File: src/rtl/morse_sequencer.sv
// Morse LED transmitter for letters A-Z: unit-timed marks/spaces, single-shot or repeat, stop abort.
// Outputs registered, one cycle after the deciding edge; no backpressure, start ignored while busy.
module morse_sequencer #(
   parameter int CLK_HZ     = 50000000,
   parameter int UNIT_HZ    = 2,
   parameter int DASH_UNITS = 3,
   parameter int GAP_UNITS  = 3
) (
   input  logic       CLOCK_50,
   input  logic       resetn,
   input  logic [4:0] letter,
   input  logic       start,
   input  logic       repeat_mode,
   input  logic       stop,
   output logic       led,
   output logic       busy,
   output logic       done,
   output logic       err
);
   localparam int DIV  = CLK_HZ / UNIT_HZ;
   localparam int CW   = (DIV > 1) ? $clog2(DIV) : 1;
   localparam int MAXU = (DASH_UNITS > GAP_UNITS) ? DASH_UNITS : GAP_UNITS;
   localparam int UW   = $clog2(MAXU + 1);

   typedef enum logic [2:0] {IDLE, MARK, SPACE, GAP, DONE} state_t;

   state_t          state, state_n;
   logic [CW-1:0]   cnt, cnt_n;
   logic [UW-1:0]   units, units_n, load_units;
   logic [1:0]      idx, idx_n, nxt_idx;
   logic [2:0]      len_q, len_n, rom_len;
   logic [3:0]      sym_q, sym_n, rom_sym, sh;
   logic            err_n, tick, valid, last_sym;

   // Symbols are left-aligned: the first symbol sits in bit 3, 1 = dash.
   always_comb begin
      rom_len = 3'd0;
      rom_sym = 4'b0000;
      case (letter)
         5'd0:  begin rom_len = 3'd2; rom_sym = 4'b0100; end
         5'd1:  begin rom_len = 3'd4; rom_sym = 4'b1000; end
         5'd2:  begin rom_len = 3'd4; rom_sym = 4'b1010; end
         5'd3:  begin rom_len = 3'd3; rom_sym = 4'b1000; end
         5'd4:  begin rom_len = 3'd1; rom_sym = 4'b0000; end
         5'd5:  begin rom_len = 3'd4; rom_sym = 4'b0010; end
         5'd6:  begin rom_len = 3'd3; rom_sym = 4'b1100; end
         5'd7:  begin rom_len = 3'd4; rom_sym = 4'b0000; end
         5'd8:  begin rom_len = 3'd2; rom_sym = 4'b0000; end
         5'd9:  begin rom_len = 3'd4; rom_sym = 4'b0111; end
         5'd10: begin rom_len = 3'd3; rom_sym = 4'b1010; end
         5'd11: begin rom_len = 3'd4; rom_sym = 4'b0100; end
         5'd12: begin rom_len = 3'd2; rom_sym = 4'b1100; end
         5'd13: begin rom_len = 3'd2; rom_sym = 4'b1000; end
         5'd14: begin rom_len = 3'd3; rom_sym = 4'b1110; end
         5'd15: begin rom_len = 3'd4; rom_sym = 4'b0110; end
         5'd16: begin rom_len = 3'd4; rom_sym = 4'b1101; end
         5'd17: begin rom_len = 3'd3; rom_sym = 4'b0100; end
         5'd18: begin rom_len = 3'd3; rom_sym = 4'b0000; end
         5'd19: begin rom_len = 3'd1; rom_sym = 4'b1000; end
         5'd20: begin rom_len = 3'd3; rom_sym = 4'b0010; end
         5'd21: begin rom_len = 3'd4; rom_sym = 4'b0001; end
         5'd22: begin rom_len = 3'd3; rom_sym = 4'b0110; end
         5'd23: begin rom_len = 3'd4; rom_sym = 4'b1001; end
         5'd24: begin rom_len = 3'd4; rom_sym = 4'b1011; end
         5'd25: begin rom_len = 3'd4; rom_sym = 4'b1100; end
         default: begin rom_len = 3'd0; rom_sym = 4'b0000; end
      endcase
   end

   assign valid      = (letter <= 5'd25);
   assign tick       = (cnt == CW'(DIV - 1));
   assign nxt_idx    = idx + 2'd1;
   assign last_sym   = (({1'b0, idx} + 3'd1) == len_q);
   assign sh         = sym_q << nxt_idx;
   assign load_units = rom_sym[3] ? UW'(DASH_UNITS) : UW'(1);

   always_comb begin
      state_n = state;
      cnt_n   = tick ? '0 : cnt + CW'(1);
      units_n = units;
      idx_n   = idx;
      len_n   = len_q;
      sym_n   = sym_q;
      err_n   = 1'b0;
      case (state)
         IDLE: begin
            cnt_n = '0;
            if (start && !stop) begin
               if (valid) begin
                  len_n   = rom_len;
                  sym_n   = rom_sym;
                  idx_n   = 2'd0;
                  units_n = load_units;
                  state_n = MARK;
               end else begin
                  err_n = 1'b1;
               end
            end
         end
         MARK: if (tick) begin
            if (units == UW'(1)) begin
               if (!last_sym) begin
                  state_n = SPACE;
                  units_n = UW'(1);
               end else if (repeat_mode) begin
                  state_n = GAP;
                  units_n = UW'(GAP_UNITS);
               end else begin
                  state_n = DONE;
               end
            end else begin
               units_n = units - UW'(1);
            end
         end
         SPACE: if (tick) begin
            if (units == UW'(1)) begin
               idx_n   = nxt_idx;
               units_n = sh[3] ? UW'(DASH_UNITS) : UW'(1);
               state_n = MARK;
            end else begin
               units_n = units - UW'(1);
            end
         end
         GAP: if (tick) begin
            if (units == UW'(1)) begin
               if (valid) begin
                  len_n   = rom_len;
                  sym_n   = rom_sym;
                  idx_n   = 2'd0;
                  units_n = load_units;
                  state_n = MARK;
               end else begin
                  err_n   = 1'b1;
                  state_n = IDLE;
               end
            end else begin
               units_n = units - UW'(1);
            end
         end
         DONE:    state_n = IDLE;
         default: state_n = IDLE;
      endcase
      // Abort wins over any in-flight transition, including a pending err.
      if (stop && state != IDLE) begin
         state_n = IDLE;
         err_n   = 1'b0;
      end
   end

   always_ff @(posedge CLOCK_50) begin
      if (!resetn) begin
         state <= IDLE;
         cnt   <= '0;
         units <= '0;
         idx   <= 2'd0;
         len_q <= 3'd0;
         sym_q <= 4'd0;
         led   <= 1'b0;
         busy  <= 1'b0;
         done  <= 1'b0;
         err   <= 1'b0;
      end else begin
         state <= state_n;
         cnt   <= cnt_n;
         units <= units_n;
         idx   <= idx_n;
         len_q <= len_n;
         sym_q <= sym_n;
         led   <= (state_n == MARK);
         busy  <= (state_n == MARK) || (state_n == SPACE) || (state_n == GAP);
         done  <= (state_n == DONE);
         err   <= err_n;
      end
   end
endmodule

File: config.mk
export PLATFORM = sky130hd
export DESIGN_NAME = morse_sequencer
export DESIGN_NICKNAME = d
export VERILOG_FILES = /design/src/rtl/morse_sequencer.sv
export SDC_FILE = /design/constraint.sdc
export NUM_CORES = 1
export LEC_CHECK = 0
export ABC_AREA = 1
export BUFFER_PORTS_ARGS = -buffer_cell sky130_fd_sc_hd__clkbuf_2
export CORE_ASPECT_RATIO = 0.9
export CORE_MARGIN = 1.5
export CORE_UTILIZATION = 56
export CTS_CLUSTER_SIZE = 8
export DETAILED_ROUTE_END_ITERATION = 8
export GPL_ROUTABILITY_DRIVEN = 0
export PLACE_DENSITY_LB_ADDON = 0.2
export RECOVER_POWER = 25
export SYNTH_ARGS = -nofsm -noshare
export SYNTH_HDL_FRONTEND = slang
export SYNTH_SLANG_ARGS = --single-unit
File: constraint.sdc
create_clock -name CLOCK_50 -period 1.7 [get_ports CLOCK_50]
set_input_delay 0.085 -clock CLOCK_50 [delete_from_list [all_inputs] [get_ports CLOCK_50]]
set_output_delay 0.085 -clock CLOCK_50 [all_outputs]
set_load 0.005 [all_outputs]
==> impl_results.md <==
* Status: finished with violations
* Violated checks: setup timing
* Power per standard cell area at 596 mW/mm²
* Drt via density at 5.38
* Hpwl dp at 5.10 mm
* Crit path arrival time at 2.00 ns
* Crit start category: flop
* Hold buffers post-CTS at 0
* Synth Area in Compound Gates at 0.152
* CTS tree: done
* Total wire length at 6.95 mm
* Area grow syn2layout at 24.5%
* Cell variety after synth at 44
* Worst Tran Pin Value at 0.414 ns
* Die width at 78.3 µm
* CTS Sinks at 43
* Slew Viols, Final at 0
* Post-route total power at 2.12 mW
* Seq pwr share at 0.501
* Commonest non-fill, non-tap cell in the layout: nand2_1
* Yosys warns at 0
* Total CTS buffers at 5
* Max Clk Rate at 567 MHz
* Placed instance area at 0.00321 mm²
* Critical Path End Type: flop
* CP Class: flop to flop
* Relative slew slack at 0.721
* DP Cell Count at 521
* Latest clock arrival within the worst-skew pair at 0.29 ns
* Post-Syn Nets at 439
* Non-filler cells, final at 540
* Post-synthesis mux area share at 0
* Largest net degree at the start of global routing at 14
* CP max FO at 5
* Yosys reg bits at 43
* Synth Area in Adders at 0.0395
* # IOs at 14
* Max-Cap Viols at 0
* Clock power frac at 0.311
* Layout cells sized above 1 at 0.288
* Async SR Flop Fraction at 0
* Critical path required time at 1.93 ns
* ANT cells at 0
* Total grt overflow at 0
* Row count at 24
* Port bufs at 13
* Total GRT Usage at 0.252
* Root Driver: clkbuf_8
* Drt first pass iters at 5
* Static Leak at 1.57 nW
* Sequential area share after synthesis at 0.302
* Design Area, Final at 0.00355 mm²
* # H-tree levels at 2
* DR vias at 2905
* Final setup TNS at -0.573 ns
* Pre-CTS setup slack at -0.107 ns
* Clk_skew at 0.0110 ns
* Hold crit path type: input port to flop
* Setup ws final at -0.0647 ns
* Setup violators final at 17
* NumNets Final at 494
* Longest Clk Path Bufs at 2
* Time the worst path needs with I/O delays and setup at 1.76 ns
* FF+latch area at 873 µm²
* Iter 0 DRT Violations at 220
* Worst IR drop on VDD at 0.417 mV
* Number of synthesized flops with an enable pin at 0
* Net Sw Frac at 0.285
* Hold slack at 0.142 ns
* Largest family of logic cells by synthesized area: simple AND/OR/NAND/NOR gates
* Global-route wire length before repair at 11.4 mm
* Routed Antenna Nets at 0
* DRC Markers at 0
* Crit share post-route at 1.04
* Final core occ at 0.730
* Most common flop cell mapped by yosys: dfxtp_1
* Mean Syn Cell Area at 6.80 µm²
* Most frequent cells in the layout: nand2_1 (87), inv_1 (50), nor2_1 (49), buf_4 (37), dfxtp_1 (35)
* Vias in the first global route at 2607
* Synth Cell Area at 0.00285 mm²
* Switching power at 0.603 mW
* Final Hold Viols at 0
* Starting Density at 0.587
* Post-Synth XOR/XNOR Area at 0.0276
* Initial antenna violation count at 0
* RSZ-0062 raised after global routing: true
* Logic pwr share at 0.188
* Die Footprint at 0.00553 mm²
* Core Area at 0.00486 mm²
* Multi-input logic area at 0.00187 mm²
* Die H at 70.7 µm
* Post-synthesis cell count at 420
* WL/cell at 12.9 µm
* Synth Area in Simple Gates at 0.388
* Fillcell total at 382
* Total internal power at 1.52 mW
* Clock-pin slew on the worst setup and hold paths at 0.09 ns
[registers in the layout, summed over array words and instances, names as in the netlist]
signal and count:
len_q 3, idx 2, busy 1, led 1, units 2, done 1
sym_q 4, err 1, cnt 25, state 3
[worst paths after layout]
kind / start / to / slack (ns) / cells after the start
max: cnt[1]$_SDFF_PP0_ / cnt[22]$_SDFF_PP0_ / -0.06 / 11
min: stop / state[2]$_SDFF_PN0_ / 0.14 / 4
max reg2reg: cnt[1]$_SDFF_PP0_ / cnt[22]$_SDFF_PP0_ / -0.06 / 11
min reg2reg: sym_q[2]$_SDFFE_PN0P_ / sym_q[2]$_SDFFE_PN0P_ / 0.48 / 2
[kinds of logic after synthesis]
group | Yosys count
flops | 43
buf+inv | 66
compound gates | 75
xor+xnor | 9
simple gates | 218
fa+ha+maj | 9
[cells in the mapped netlist (6+ instances only)]
library cell / n / area [µm²]
nand2_1: 91 / 342
nor2_1: 54 / 203
inv_1: 49 / 184
dfxtp_1: 43 / 861
a21oi_1: 29 / 145
nand3_1: 24 / 120
o21ai_1: 15 / 75.1
o21ai_0: 14 / 70.1
ha_1: 9 / 113
inv_2: 9 / 33.8
nand4_1: 8 / 50.1
xor2_1: 7 / 61.3
nor3b_2: 6 / 75.1
[power by group through the flow]
stage	sequential [mW]	clock (mW)	combinational, mW
5_1_grt	1.06	0.733	0.439
6_report	1.06	0.660	0.399
3_5_place_dp	1.08	0	0.351
4_1_cts	1.06	0.674	0.353
3_3_place_gp	1.08	0	0.343
2_1_floorplan	1.08	0	0.227
[repair_timing]
item / CTS / global route
resized for setup: 11 / 33
endpoints found under the hold margin: 0 / 0
buffers inserted: 3 / 8
pin swaps: 5 / 14
gates cloned: 0 / 1
setup endpoints to repair: 18 / 36
[layout make-up]
| class | count | share of cell area |
|---|---|---|
| Multi-Input combinational cell | 311 | 0.528 |
| Sequential cell | 43 | 0.246 |
| Timing Repair Buffer | 53 | 0.111 |
| Inverter | 60 | 0.0662 |
| Clock buffer | 6 | 0.0232 |
| Tap cell | 65 | 0.0229 |
| Timing Repair inverter | 1 | 0.00176 |
| Clock inverter | 1 | 0.00141 |
[critical path, stage by stage (launching register included)]
cell     delay [ns]
dfxtp_2        0.36
ha_4           0.15
nand2_4        0.06
nor2_4         0.10
buf_4          0.13
nand2_4        0.06
nor2_4         0.14
nand3_4        0.15
nor3_4         0.24
nand3_2        0.12
nand2_1        0.07
nor3b_2        0.13
[layer usage]
metal  GRT usage  part of all wire  vias to the layer above
li1            -                 -                     1482
met2       0.417              0.48                       85
met1       0.337              0.46                     1323
met5           0                 0                        -
met3      0.0477             0.044                       15
met4      0.0675             0.017                        0
Power figures use the tool's default switching activity.
